==> src/rtl/lcd_fill_rect.sv <==
// Rectangle fill sequencer for an SPI-attached LCD: emits the column/row window
// header and then the pixel colour bytes, one byte per writer handshake.
module lcd_fill_rect #(
    parameter logic [8:0] X_OFS = 9'd0,
    parameter logic [8:0] Y_OFS = 9'd0
) (
    input  logic        sys_clk,
    input  logic        sys_rst_n,
    input  logic        wr_done,
    input  logic        fill_flag,
    input  logic [8:0]  start_x,
    input  logic [8:0]  end_x,
    input  logic [8:0]  start_y,
    input  logic [8:0]  end_y,
    input  logic [15:0] fill_color,
    output logic [8:0]  fill_data,
    output logic        en_write_fill,
    output logic        fill_busy,
    output logic        fill_done
);

    typedef enum logic [2:0] {
        IDLE   = 3'd0,
        HDR    = 3'd1,
        PIX_HI = 3'd2,
        PIX_LO = 3'd3,
        WAIT   = 3'd4,
        DONE   = 3'd5
    } state_t;

    state_t      state_r, state_s;
    state_t      last_emit_r, last_emit_s;
    logic [3:0]  hdr_idx_r, hdr_idx_s;
    logic [8:0]  sx_r, ex_r, sy_r, ey_r;
    logic [8:0]  sx_s, ex_s, sy_s, ey_s;
    logic [8:0]  col_r, row_r, col_s, row_s;
    logic [15:0] color_r, color_s;
    logic [8:0]  data_r, data_s;
    logic        en_r, en_s, busy_r, busy_s, done_r, done_s;
    logic        inverted_s, last_pix_s, hdr_last_s, emit_s;
    logic [8:0]  xs_s, xe_s, ys_s, ye_s;

    // Header byte table; bit 8 marks a data byte, clear for the three commands.
    function automatic logic [8:0] hdr_byte(input logic [3:0] idx,
                                            input logic [8:0] xs, input logic [8:0] xe,
                                            input logic [8:0] ys, input logic [8:0] ye);
        case (idx)
            4'd0:    hdr_byte = 9'h02A;
            4'd1:    hdr_byte = {1'b1, 7'd0, xs[8]};
            4'd2:    hdr_byte = {1'b1, xs[7:0]};
            4'd3:    hdr_byte = {1'b1, 7'd0, xe[8]};
            4'd4:    hdr_byte = {1'b1, xe[7:0]};
            4'd5:    hdr_byte = 9'h02B;
            4'd6:    hdr_byte = {1'b1, 7'd0, ys[8]};
            4'd7:    hdr_byte = {1'b1, ys[7:0]};
            4'd8:    hdr_byte = {1'b1, 7'd0, ye[8]};
            4'd9:    hdr_byte = {1'b1, ye[7:0]};
            4'd10:   hdr_byte = 9'h02C;
            default: hdr_byte = 9'h000;
        endcase
    endfunction

    assign xs_s       = sx_r + X_OFS;
    assign xe_s       = ex_r + X_OFS;
    assign ys_s       = sy_r + Y_OFS;
    assign ye_s       = ey_r + Y_OFS;
    assign inverted_s = (end_x < start_x) || (end_y < start_y);
    assign last_pix_s = (col_r == ex_r) && (row_r == ey_r);
    assign hdr_last_s = (hdr_idx_r == 4'd10);

    // State register.
    always_ff @(posedge sys_clk or negedge sys_rst_n) begin
        if (!sys_rst_n) begin
            state_r <= IDLE;
        end else begin
            state_r <= state_s;
        end
    end

    // Next-state logic; each emitting state lasts one cycle, then waits for the writer.
    always_comb begin
        state_s = state_r;
        case (state_r)
            IDLE: begin
                if (fill_flag) begin
                    state_s = inverted_s ? DONE : HDR;
                end else begin
                    state_s = IDLE;
                end
            end
            HDR, PIX_HI, PIX_LO: state_s = WAIT;
            WAIT: begin
                if (wr_done) begin
                    case (last_emit_r)
                        HDR:     state_s = hdr_last_s ? PIX_HI : HDR;
                        PIX_HI:  state_s = PIX_LO;
                        PIX_LO:  state_s = last_pix_s ? DONE : PIX_HI;
                        default: state_s = IDLE;
                    endcase
                end else begin
                    state_s = WAIT;
                end
            end
            DONE:    state_s = IDLE;
            default: state_s = IDLE;
        endcase
    end

    // Datapath and output next values; outputs are registered from these.
    always_comb begin
        sx_s      = sx_r;
        ex_s      = ex_r;
        sy_s      = sy_r;
        ey_s      = ey_r;
        color_s   = color_r;
        col_s     = col_r;
        row_s     = row_r;
        hdr_idx_s = hdr_idx_r;
        busy_s    = busy_r;
        case (state_r)
            IDLE: begin
                if (fill_flag) begin
                    sx_s      = start_x;
                    ex_s      = end_x;
                    sy_s      = start_y;
                    ey_s      = end_y;
                    color_s   = fill_color;
                    col_s     = start_x;
                    row_s     = start_y;
                    hdr_idx_s = 4'd0;
                    busy_s    = 1'b1;
                end else begin
                    busy_s    = 1'b0;
                end
            end
            WAIT: begin
                if (wr_done && (last_emit_r == HDR) && !hdr_last_s) begin
                    hdr_idx_s = hdr_idx_r + 4'd1;
                end else if (wr_done && (last_emit_r == PIX_LO) && !last_pix_s) begin
                    // Column innermost; row only advances after the last column.
                    if (col_r == ex_r) begin
                        col_s = sx_r;
                        row_s = row_r + 9'd1;
                    end else begin
                        col_s = col_r + 9'd1;
                    end
                end else begin
                    hdr_idx_s = hdr_idx_r;
                end
            end
            DONE:    busy_s = 1'b0;
            default: busy_s = busy_r;
        endcase
        emit_s      = (state_s == HDR) || (state_s == PIX_HI) || (state_s == PIX_LO);
        en_s        = emit_s;
        done_s      = (state_r == DONE);
        last_emit_s = emit_s ? state_s : last_emit_r;
        case (state_s)
            HDR:     data_s = hdr_byte(hdr_idx_s, xs_s, xe_s, ys_s, ye_s);
            PIX_HI:  data_s = {1'b1, color_r[15:8]};
            PIX_LO:  data_s = {1'b1, color_r[7:0]};
            default: data_s = data_r;
        endcase
    end

    // Datapath and output registers.
    always_ff @(posedge sys_clk or negedge sys_rst_n) begin
        if (!sys_rst_n) begin
            last_emit_r <= IDLE;
            hdr_idx_r   <= 4'd0;
            sx_r        <= 9'd0;
            ex_r        <= 9'd0;
            sy_r        <= 9'd0;
            ey_r        <= 9'd0;
            col_r       <= 9'd0;
            row_r       <= 9'd0;
            color_r     <= 16'd0;
            data_r      <= 9'h000;
            en_r        <= 1'b0;
            busy_r      <= 1'b0;
            done_r      <= 1'b0;
        end else begin
            last_emit_r <= last_emit_s;
            hdr_idx_r   <= hdr_idx_s;
            sx_r        <= sx_s;
            ex_r        <= ex_s;
            sy_r        <= sy_s;
            ey_r        <= ey_s;
            col_r       <= col_s;
            row_r       <= row_s;
            color_r     <= color_s;
            data_r      <= data_s;
            en_r        <= en_s;
            busy_r      <= busy_s;
            done_r      <= done_s;
        end
    end

    assign fill_data     = data_r;
    assign en_write_fill = en_r;
    assign fill_busy     = busy_r;
    assign fill_done     = done_r;

endmodule

==> config.mk <==
export PLATFORM = sky130hd
export DESIGN_NAME = lcd_fill_rect
export DESIGN_NICKNAME = d
export VERILOG_FILES = /design/src/rtl/lcd_fill_rect.sv
export SDC_FILE = /design/constraint.sdc
export NUM_CORES = 1
export LEC_CHECK = 0
export CORE_MARGIN = 10
export CORE_UTILIZATION = 25
export DETAILED_ROUTE_END_ITERATION = 8
export DONT_BUFFER_PORTS = 1
export GPL_TIMING_DRIVEN = 0
export MAX_ROUTING_LAYER = met4
export SKIP_CTS_REPAIR_TIMING = 1
export SYNTH_ARGS = -nofsm -noshare
export SYNTH_HDL_FRONTEND = slang
export SYNTH_SLANG_ARGS = --single-unit
==> constraint.sdc <==
create_clock -name sys_clk -period 3.3 [get_ports sys_clk]
set_clock_uncertainty 0.15 [all_clocks]
set_input_delay 0.33 -clock sys_clk [delete_from_list [all_inputs] [get_ports sys_clk]]
set_output_delay 0.33 -clock sys_clk [all_outputs]
set_load 0.02 [all_outputs]
Word-level counts from Yosys, hierarchy flattened --
Cells that the tools add are included.
Storage, ports and cells: bits in registers 92, latch bits 0, RAM bits 0, bits in read-only memories 0, input port bits 56, output and inout port bits 12, word-level logic and storage cells 90, memories kept 0
Cells by class: $add $sub $neg 3, multipliers 0, div/mod/pow operators 0, magnitude comparators 2, equal/unequal tests 28, shift operators 0, muxes and demuxes 24, bitwise gates (word level) 0, reductions and logical operators 19
Operators by type and width (count):
- $pmux W9 S11 | 1
- $mux W9 | 8
- $pmux W9 S2 | 2
- $pmux W9 S3 | 1
- $add A9 B1 Y9 const B | 2
- $eq A3 B2 Y1 const B | 6
- $eq A9 B9 Y1 | 2
- $lt A9 B9 Y1 | 2
- $pmux W3 S3 | 2
- $eq A4 B3 Y1 const B | 4
- $eq A4 B4 Y1 const B | 4
- $mux W3 | 4
- $eq A3 B1 Y1 const B | 3
- $eq A4 B2 Y1 const B | 2
- $mux W4 | 2
- $ne A2 B2 Y1 const B | 4
- $pmux W4 S2 | 1
- $eq A3 B3 Y1 const B | 2
- $logic_and A1 B1 Y1 | 5
- $reduce_and A5 Y1 | 1
- $add A4 B1 Y4 const B | 1
- $eq A4 B1 Y1 const B | 1
- $logic_not A4 Y1 | 1
- $reduce_and A4 Y1 | 1
- 10 further kinds | 14

Logic depth before layout (Yosys ltp) --
Gate-level depths: netlist of run 1.
word-level depth 9, depth in mapped cells 12, mapped depth without buffers 11

Least setup slack after synthesis of run 1 --
No wires, ideal clock.
kind flip-flop to flip-flop, start reg hdr_idx_r[0], end reg data_r[0], in the netlist fill_data[0], setup time 0.125 ns, arrival 2.522 ns, required time 3.025 ns, slack 0.503 ns, cell stages (with the launch flop) 13, buffers on the path 2, period minus slack after synthesis 2.797 ns, cell sequence dfrtp_1 inv_1 ha_1 and3b_1 or4_1 and3_4 buf_6 and3_4 buf_6 a32oi_2 o221ai_2 and3_1 a2bb2oi_1
On the way: word-level cells in the longest chain between the ends 8, elaborated cells on any way between the ends 28, those cells by class add/sub (1); eq/ne (14); mux (9); reduce/logical (4)
RTL lines:
- start: declaration | line 33 | logic [3:0] hdr_idx_r, hdr_idx_s;
- start signal: assignment | line 184 | hdr_idx_r <= hdr_idx_s;
- parallel branches: the longest is 8 deep, another holds $add A4 B1 Y4
- end signal: assignment | line 192 | data_r <= data_s;
- end: declaration | line 38 | logic [8:0] data_r, data_s;
Parallel ways; which one is timed is not known. A chain may end at the register's enable or synchronous reset.

Final worst setup path of run 1 --
start reg hdr_idx_r[0], end reg data_r[7], in the netlist fill_data[7]
Same word-level chain as after synthesis.

==> flow_summary.ini, run 1 <==
[outcome]
status = complete, but fails checks
violations = negative hold slack

[clock_network]
h-tree-depth = 3
clockBufferDepth = 2
cts-buffers-inserted = 9
clock_sinks = 92
clkTransAtPathRegs_ns = 0.07
cts_tree = built
clk_latency_ns = 0.36
clock-root-buffer = clkbuf_16

[setup_path]
r2r_start = hdr_idx_r[0]
max_stage_delay_ns = 0.53
cp_cell_sequence = inv_1, ha_1, and3b_1, or4_1, and3_4, buf_6, and3_4, buf_6, a22oi_1, o21ai_0, a22oi_1, a21oi_1
cp-startpoint = hdr_idx_r[0]
start_kind = flip-flop
setup.worst_path.class = reg2reg
worstPathArrival_ns = 3.18
cp.required_ns = 3.38
cp-end-kind = flip-flop
cp_max_fo = 10
worst_path_max_delay_cell = or4_1

[layout]
area_delta_synth_final_pct = 20.53
final_nets = 747
drive_above_1_share = 0.08284
antenna_cells = 0
utilization = 0.3076

[power_and_ir_drop]
clock_power_share = 0.166
finalPower_mw = 6.096
powerDensity_mw_per_mm2 = 939.9
seqPwrFrac = 0.376
sw_frac_of_total = 0.4556
combPwrFrac = 0.457
p_leak_nw = 2.856
internal_power_mw = 3.319
vdd_drop_max_v = 0.0003721
p_sw_mw = 2.777

[sta]
holdWs_ns = -0.02427
setup_violations = 0
slew_violations = 0
max_freq_mhz = 323.4
relSlewSlack = 0.3676
finalHoldViolCount = 1
fin_ws_ns = 0.2077
fin_setup_tns_ns = 0
min_period_over_period = 0.9371
worst_pin_slew_ns = 0.9466
rsz0062_at_grt = no
period_needed_ns = 3.092

[placed_design]
dp_slack_ns = -0.08358
dp_hpwl_um = 12990
gp_congestion = 0.8836
numPortBuffers = 0

[run]
drv_cap = 0

[floorplan]
fp.dieW_um = 166.7
start_util = 0.2552
die_y_um = 166.7
rows = 53
core_area_sq_mm = 0.02109
ioPinCount = 68
dieArea_sq_mm = 0.02779

[logic_synthesis]
syn_area_sq_mm = 0.005381
ys_top_cells_by_area = dfrtp_1 43%, nand2_1 10%, ha_1 4.7%
ys_warn_count = 0
synth_most_common_cell = nand2_1
synth.distinct_cells = 67
synth_top_area_frac = 0.4278
synth-edff-count = 0
synth_largest_area_cell = dfrtp_1
synth_seq_cells = 92
synth_nets = 696
synthCells = 620
yosys-top-cells-count = 150 x nand2_1, 92 x dfrtp_1, 50 x o21ai_0, 34 x a21oi_1, 32 x nor2_1
async_flop_share = 1.000
seq_area_frac_synth = 0.4278
synth_ff_type = dfrtp_1
synth.avg_cell_area_sq_um = 8.680

[grt]
grt_pass1_wl_um = 26700
grt_pass1_vias = 4510
grt_use_total = 0.1238
overflow = 0
grt_max_degree = 93
antenna_found_initial = 0

[detailed_routing]
routedWlPerCell_um = 18.15
firstDrtPassIters = 5
drc = 0
drtIter0Drc = 369
vias_per_cell = 4.997
routed_wirelength_um = 17270
dr_total_vias = 4752
ant_nets = 0

[hold_path]
hold_path.class = in2reg
hp-start = end_y[0]
-- logic make-up (layout without fill, tap and decap cells) --
| kind of cell | Yosys count | after routing | share of synthesized area |
|---|---|---|---|
| multiplexers | 19 | 19 | 0.03673 |
| AND/OR/NAND/NOR | 258 | 258 | 0.2265 |
| AO/OA/AOI/OAI | 154 | 154 | 0.1853 |
| XOR/XNOR | 20 | 20 | 0.03255 |
| buffers and inverters | 57 | 113 | 0.04464 |
| adder cells (fa/ha/maj) | 20 | 20 | 0.04650 |
| flip-flops | 92 | 92 | 0.4278 |
-- power by group through the flow --
| stage | Clock, mW | Combinational [mW] | Sequential (mW) |
|---|---|---|---|
| floorplan | 0 | 2.03 | 2.10 |
| global placement | 0 | 2.59 | 2.29 |
| detailed placement | 0 | 2.64 | 2.30 |
| CTS | 1.03 | 2.64 | 2.29 |
| global route | 1.07 | 3.12 | 2.37 |
| finish | 1.01 | 2.79 | 2.30 |
-- path summary, 6_finish.rpt --
| path | slack [ns] | depth (start not counted) | to |
|---|---|---|---|
| min in group asynchronous | 0.41 | 2 | fill_busy |
| max | 0.21 | 12 | fill_data[7] |
| max reg2reg | 0.21 | 12 | fill_data[7] |
| max in group asynchronous | 2.18 | 2 | ey_r[0] |
| min reg2reg | 0.32 | 2 | color_r[15] |
| min | -0.02 | 2 | ey_r[0] |
-- cell usage in the layout (no fill, tap or decap), types with 3 or more instances in the layout --
| cell type | Yosys | routed |
|---|---|---|
| o21ai_0 | 50 | 50 |
| and3_1 | 11 | 11 |
| nand2b_1 | 5 | 5 |
| nand2_1 | 150 | 150 |
| a22o_1 | 9 | 9 |
| a211oi_1 | 4 | 4 |
| nand3_1 | 14 | 14 |
| clkinvlp_4 | 0 | 3 |
| nor2_1 | 32 | 31 |
| buf_2 | 3 | 3 |
| dfrtp_1 | 92 | 91 |
| nor3_1 | 4 | 3 |
| a22oi_1 | 8 | 8 |
| a32oi_1 | 6 | 6 |
| xor2_1 | 4 | 4 |
| or3b_2 | 3 | 3 |
| dlygate4sd3_1 | 0 | 36 |
| clkbuf_1 | 23 | 21 |
| nor3b_1 | 3 | 3 |
| o22a_1 | 5 | 5 |
| mux2i_1 | 13 | 13 |
| a21o_1 | 3 | 3 |
| a21oi_1 | 34 | 34 |
| o211ai_1 | 7 | 7 |
| a31oi_1 | 6 | 6 |
| inv_1 | 24 | 24 |
| ha_1 | 20 | 20 |
| mux2_2 | 6 | 6 |
| xnor2_1 | 16 | 16 |
| buf_6 | 3 | 3 |
| clkbuf_16 | 0 | 9 |
| nor2b_1 | 7 | 7 |
| nand4_1 | 7 | 7 |
| buf_4 | 0 | 3 |
| nor4_4 | 1 | 3 |
-- final cells by class --
class | count | area (sq um)
inverter | 27 | 105.1
clock buffer | 10 | 239.0
sequential | 92 | 2303
multi-input combinational | 471 | 2897
tap | 275 | 344.1
clock inverter | 6 | 46.29
fill | 2266 | 14600
buffer | 30 | 141.4
timing repair buffer | 40 | 410.4
-- registers in the layout, summed over array words and instances, names as in the netlist --
| signal | count |
|---|---|
| fill_done | 1 |
| sx_r | 9 |
| color_r | 16 |
| ey_r | 9 |
| sy_r | 9 |
| row_r | 9 |
| col_r | 9 |
| last_emit_r | 3 |
| fill_busy | 1 |
| en_write_fill | 1 |
| ex_r | 9 |
| fill_data | 9 |
| state_r | 3 |
| hdr_idx_r | 4 |
-- stage by stage --
step	instances	area, sq um
global route	951	6486
CTS	911	6017
detailed placement	895	5732
finish	951	6486
global placement	895	5725
floorplan	620	5381
-- worst max-delay path, delay by kind of cell, from the launching register on --
family / cells / cell delay [ns]
and+or+nand+nor: 4 / 1.14
AOI/OAI and AO/OA: 4 / 0.67
DFF: 1 / 0.46
buffers and inverters: 3 / 0.34
adders and majority gates: 1 / 0.21
-- routing by layer --
metal	vias up	global-route usage	routed length, um
li1	2285	-	-
met3	24	0.02871	1061
met4	0	0.04047	361
met1	2304	0.1552	7644
met5	-	-	0
met2	139	0.1930	8197
(Power assumes the default switching activity.)
==> run 2: changes to the inputs <==
Settings changed: CORE_ASPECT_RATIO set to 0.9.
==> run 2 against run 1 <==
The run still ends with negative hold slack left; critical path depth is 3 lower; first-iteration DRC count is 16% higher; global-route usage is 0.20 points lower; wire length is 0.20% lower; highest routed layer unchanged; largest cell class unchanged; critical path type unchanged.
==> flow_summary.ini, run 2 (same netlist as run 1, synthesis figures left out) <==
[layout]
fillers = 2187
mostFrequentLayoutCell = nand2_1
largest_register_ff_count = 16
post-route-cell-area_sq_mm = 0.006495
drive_above_1_share = 0.07817
area_delta_synth_final_pct = 20.69
final_nets = 749
mostFrequentLayoutCells = 150 x nand2_1, 91 x dfrtp_1, 50 x o21ai_0
regMostFlops = color_r
utilization = 0.3099

[placed_design]
dp_slack_ns = 0.03105
dpl_cell_area_sq_mm = 0.005746
dp_hpwl_um = 12910
numPortBuffers = 0
gp_congestion = 0.8846

[power_and_ir_drop]
p_leak_nw = 2.856
finalPower_mw = 6.071
powerDensity_mw_per_mm2 = 934.7
vdd_drop_max_v = 0.0003543

[detailed_routing]
ant_nets = 0
firstDrtPassIters = 5
drc = 0
routed_wirelength_um = 17230
routedWlPerCell_um = 17.86
drtIter0Drc = 428
dr_total_vias = 4792
vias_per_cell = 4.966

[hold_path]
hold_path.class = in2reg

[clock_network]
clockBufferDepth = 2
clkTransAtPathRegs_ns = 0.07
cts-buffers-inserted = 9
clock_sinks = 92
cts_tree = built
clk_latency_ns = 0.35
h-tree-depth = 3
clock-root-buffer = clkbuf_16

[floorplan]
die_y_um = 159.2
dieArea_sq_mm = 0.02780
ioPinCount = 68
rows = 50
start_util = 0.2568
fp.dieW_um = 174.7
core_area_sq_mm = 0.02096

[sta]
slew_violations = 0
fin_setup_tns_ns = 0
setup_violations = 0
fin_ws_ns = 0.1128
period_needed_ns = 3.187
finalHoldViolCount = 1
max_freq_mhz = 313.8
worst_pin_slew_ns = 1.096
min_period_over_period = 0.9658
relSlewSlack = 0.2677
holdWs_ns = -0.003475

[grt]
grt_use_total = 0.1218
busiest_layer = met2
grt_use_met3 = 0.04144
use_met1 = 0.1596
grt_pass1_wl_um = 25930
antenna_found_initial = 1
grt_pass1_vias = 4378
overflow = 0
grt_max_degree = 93
gr-usage-met2 = 0.1730

[setup_path]
r2r_slack_ns = 0.11
start_kind = flip-flop
cp_max_fo = 10
cp-end-kind = flip-flop
setup.worst_path.class = reg2reg
worstPathArrival_ns = 3.32
cp.required_ns = 3.43

[outcome]
status = complete, but fails checks
violations = negative hold slack

[run]
drv_cap = 0
[run 2: cell types whose count changed in the layout (fill, tap and decap cells not counted), sizes merged]
cell	delta
diode	+1
clkinv	+1
buf	+1
dlygate4sd3	+2
inv	-2
[run 2: worst paths after layout]
kind                                 start      endpoint  cells past startpoint
min in group asynchronous        sys_rst_n   color_r[12]                      2
worst max register to register  state_r[1]  fill_data[1]                      9
max in group asynchronous        sys_rst_n  hdr_idx_r[0]                      2
worst max-delay path            state_r[1]  fill_data[1]                      9
worst min register to register  color_r[6]    color_r[6]                      2
worst min-delay path            start_x[3]       sx_r[3]                      2
[run 2: metal layers]
metal / up-vias / routed length, um
met3: 19 / 1261
met1: 2332 / 8032
met5: - / 0
li1: 2299 / -
met4: 0 / 296
met2: 142 / 7641
[run 2: worst max-delay path, cell delays in order (launching register included)]
cell and delay (ns):
dfrtp_1 0.48, or4b_1 0.67, buf_2 0.24, nand2_1 0.08, mux2_2 0.20, buf_1 0.39
a21oi_1 0.08, a2111oi_1 0.48, o21ai_0 0.20, a21oi_1 0.15
[run 2: power breakdown]
group	switching [mW]	internal [mW]	total, mW
sequential	0.642	1.66	2.30
combinational	1.65	1.11	2.76
clock	0.455	0.552	1.01
[run 2: stage by stage]
stage | std cells | hold slack [ns]
after global routing | 965 | 0.007124
after global placement | 906 | -0.1093
after floorplan | 620 | -0.1156
after CTS | 922 | -0.4939
after detailed placement | 906 | -0.1095
final | 965 | -0.003475
[run 2: area by class of cell]
| cell class | instances | area [sq um] | share of cell area |
|---|---|---|---|
| inverter | 27 | 101.3 | 0.01560 |
| clock inverter | 5 | 36.28 | 0.005587 |
| buffer | 30 | 138.9 | 0.02138 |
| multi-input combinational | 471 | 2872 | 0.4421 |
| clock buffer | 11 | 252.7 | 0.03891 |
| tap | 286 | 357.8 | 0.05510 |
| antenna | 1 | 2.502 | 0.0003853 |
| sequential | 92 | 2303 | 0.3547 |
| timing repair buffer | 42 | 430.4 | 0.06627 |
==> run 3: changes to the inputs <==
Settings changed: ABC_CLOCK_PERIOD_IN_PS set to 3300, CORE_UTILIZATION 25 to 40.
==> run 3 against run 2 <==
The run now ends clean; register-to-register slack better by 0.05 ns; power is 0.44% higher; clock power about the same; die area fell by 33%; first-iteration DRC count grew 3.5%; core utilization is 17 points higher; critical endpoint is now fill_data[0]; largest cell class unchanged.
==> flow_summary.ini, run 3 (same netlist as run 1, synthesis figures left out) <==
[setup_path]
worstPathArrival_ns = 3.25
cp-end-kind = flip-flop
r2r_slack_ns = 0.16
reg2reg_depth = 10
start_kind = flip-flop
worstReg2RegEnd = fill_data[0]
r2r_start = row_r[2]
cp_max_fo = 9
cp.required_ns = 3.42
setup.worst_path.class = reg2reg

[power_and_ir_drop]
finalPower_mw = 6.097
p_sw_mw = 2.734
sw_frac_of_total = 0.4485
combPwrFrac = 0.458
clock_power_share = 0.167
vdd_drop_max_v = 0.0003498
p_leak_nw = 2.851
internal_power_mw = 3.363
seqPwrFrac = 0.375
powerDensity_mw_per_mm2 = 963.1

[sta]
setup_violations = 0
fin_setup_tns_ns = 0
finalHoldViolCount = 0
relSlewSlack = 0.2762
max_freq_mhz = 318.6
period_needed_ns = 3.138
holdWs_ns = 0.005871
min_period_over_period = 0.9510
slew_violations = 0
rsz0062_at_grt = no
worst_pin_slew_ns = 1.083

[floorplan]
start_util = 0.4058
core_area_sq_mm = 0.01326
rows = 40
ioPinCount = 68
die_y_um = 130.0
dieArea_sq_mm = 0.01850
fp.dieW_um = 142.3

[clock_network]
h-tree-depth = 3
cts_tree = built
clkTransAtPathRegs_ns = 0.07
clock-root-buffer = clkbuf_16
clock_sinks = 92
clockBufferDepth = 2
clk_latency_ns = 0.34
cts-buffers-inserted = 9

[grt]
grt_pass1_vias = 4552
overflow = 0
antenna_found_initial = 0
grt_max_degree = 93
grt_use_total = 0.1790
grt_pass1_wl_um = 25090

[placed_design]
dp_hpwl_um = 12240
gp_congestion = 0.9227
numPortBuffers = 0

[hold_path]
worstHoldPathCells = 2
min_to = sx_r[3]
hold_path.class = in2reg
hp-start = start_x[3]

[layout]
utilization = 0.4774
regMostFlops = color_r
area_delta_synth_final_pct = 17.65
mostFrequentLayoutCell = nand2_1
largest_register_ff_count = 16
antenna_cells = 0
mostFrequentLayoutCells = 150 x nand2_1, 91 x dfrtp_1, 50 x o21ai_0
fillers = 1283
drive_above_1_share = 0.07396
final_nets = 747

[detailed_routing]
dr_total_vias = 4905
firstDrtPassIters = 7
drc = 0
ant_nets = 0
drtIter0Drc = 443
routedWlPerCell_um = 19.73
routed_wirelength_um = 16650
vias_per_cell = 5.812

[outcome]
status = finished, final reports clean

[run]
drv_cap = 0
## run 3: worst max-delay path by stage
stage | start | end | slack, ns | cells past startpoint
detailed placement | state_r[1] | fill_data[5] | -0.25 | 8
floorplan | hdr_idx_r[0] | fill_data[0] | 0.50 | 12
finish | row_r[2] | fill_data[0] | 0.16 | 10
global placement | state_r[1] | fill_data[5] | -0.30 | 8
global route | row_r[2] | fill_data[0] | 0.02 | 10
CTS | state_r[1] | fill_data[1] | -0.26 | 9
## run 3: worst max-delay path, cell delays in order (launching register included)
cell and delay (ns):
dfrtp_1 0.32, clkbuf_1 0.31, xnor2_1 0.16, nand3_1 0.10, nor3_2 0.40, nand2_1 0.17
o21ai_2 0.41, clkinvlp_4 0.33, nor2_2 0.33, and3_1 0.22, a2bb2oi_1 0.17
## run 3: cell type report
cell class / count / area (sq um) / share of cell area
clock buffer: 14 / 244.0 / 0.03854
timing repair buffer: 40 / 412.9 / 0.06522
buffer: 30 / 141.4 / 0.02233
multi-input combinational: 471 / 2879 / 0.4547
inverter: 27 / 105.1 / 0.01660
sequential: 92 / 2303 / 0.3638
clock inverter: 2 / 35.03 / 0.005534
tap: 168 / 210.2 / 0.03320
## run 3: power groups by stage
stage / registers, mW / logic, mW / clock network [mW]
final: 2.29 / 2.80 / 1.02
after global routing: 2.35 / 3.10 / 1.08
after CTS: 2.27 / 2.66 / 1.02
after detailed placement: 2.29 / 2.64 / 0
after global placement: 2.28 / 2.58 / 0
after floorplan: 2.10 / 2.03 / 0
## run 3: stage by stage
step / instance area, sq um / worst slack (ns) / instances
after CTS: 5871 / -0.2618 / 804
after global routing: 6331 / 0.01835 / 844
final: 6331 / 0.1616 / 844
after floorplan: 5381 / 0.5035 / 620
after detailed placement: 5592 / -0.2508 / 788
after global placement: 5592 / -0.3037 / 788
## run 3: layer usage
metal	GRT usage	up-vias	part of all wire
met5	-	-	0
met4	0.06787	0	0.023
met3	0.04541	39	0.065
met2	0.2680	180	0.46
met1	0.2289	2405	0.45
li1	-	2281	-
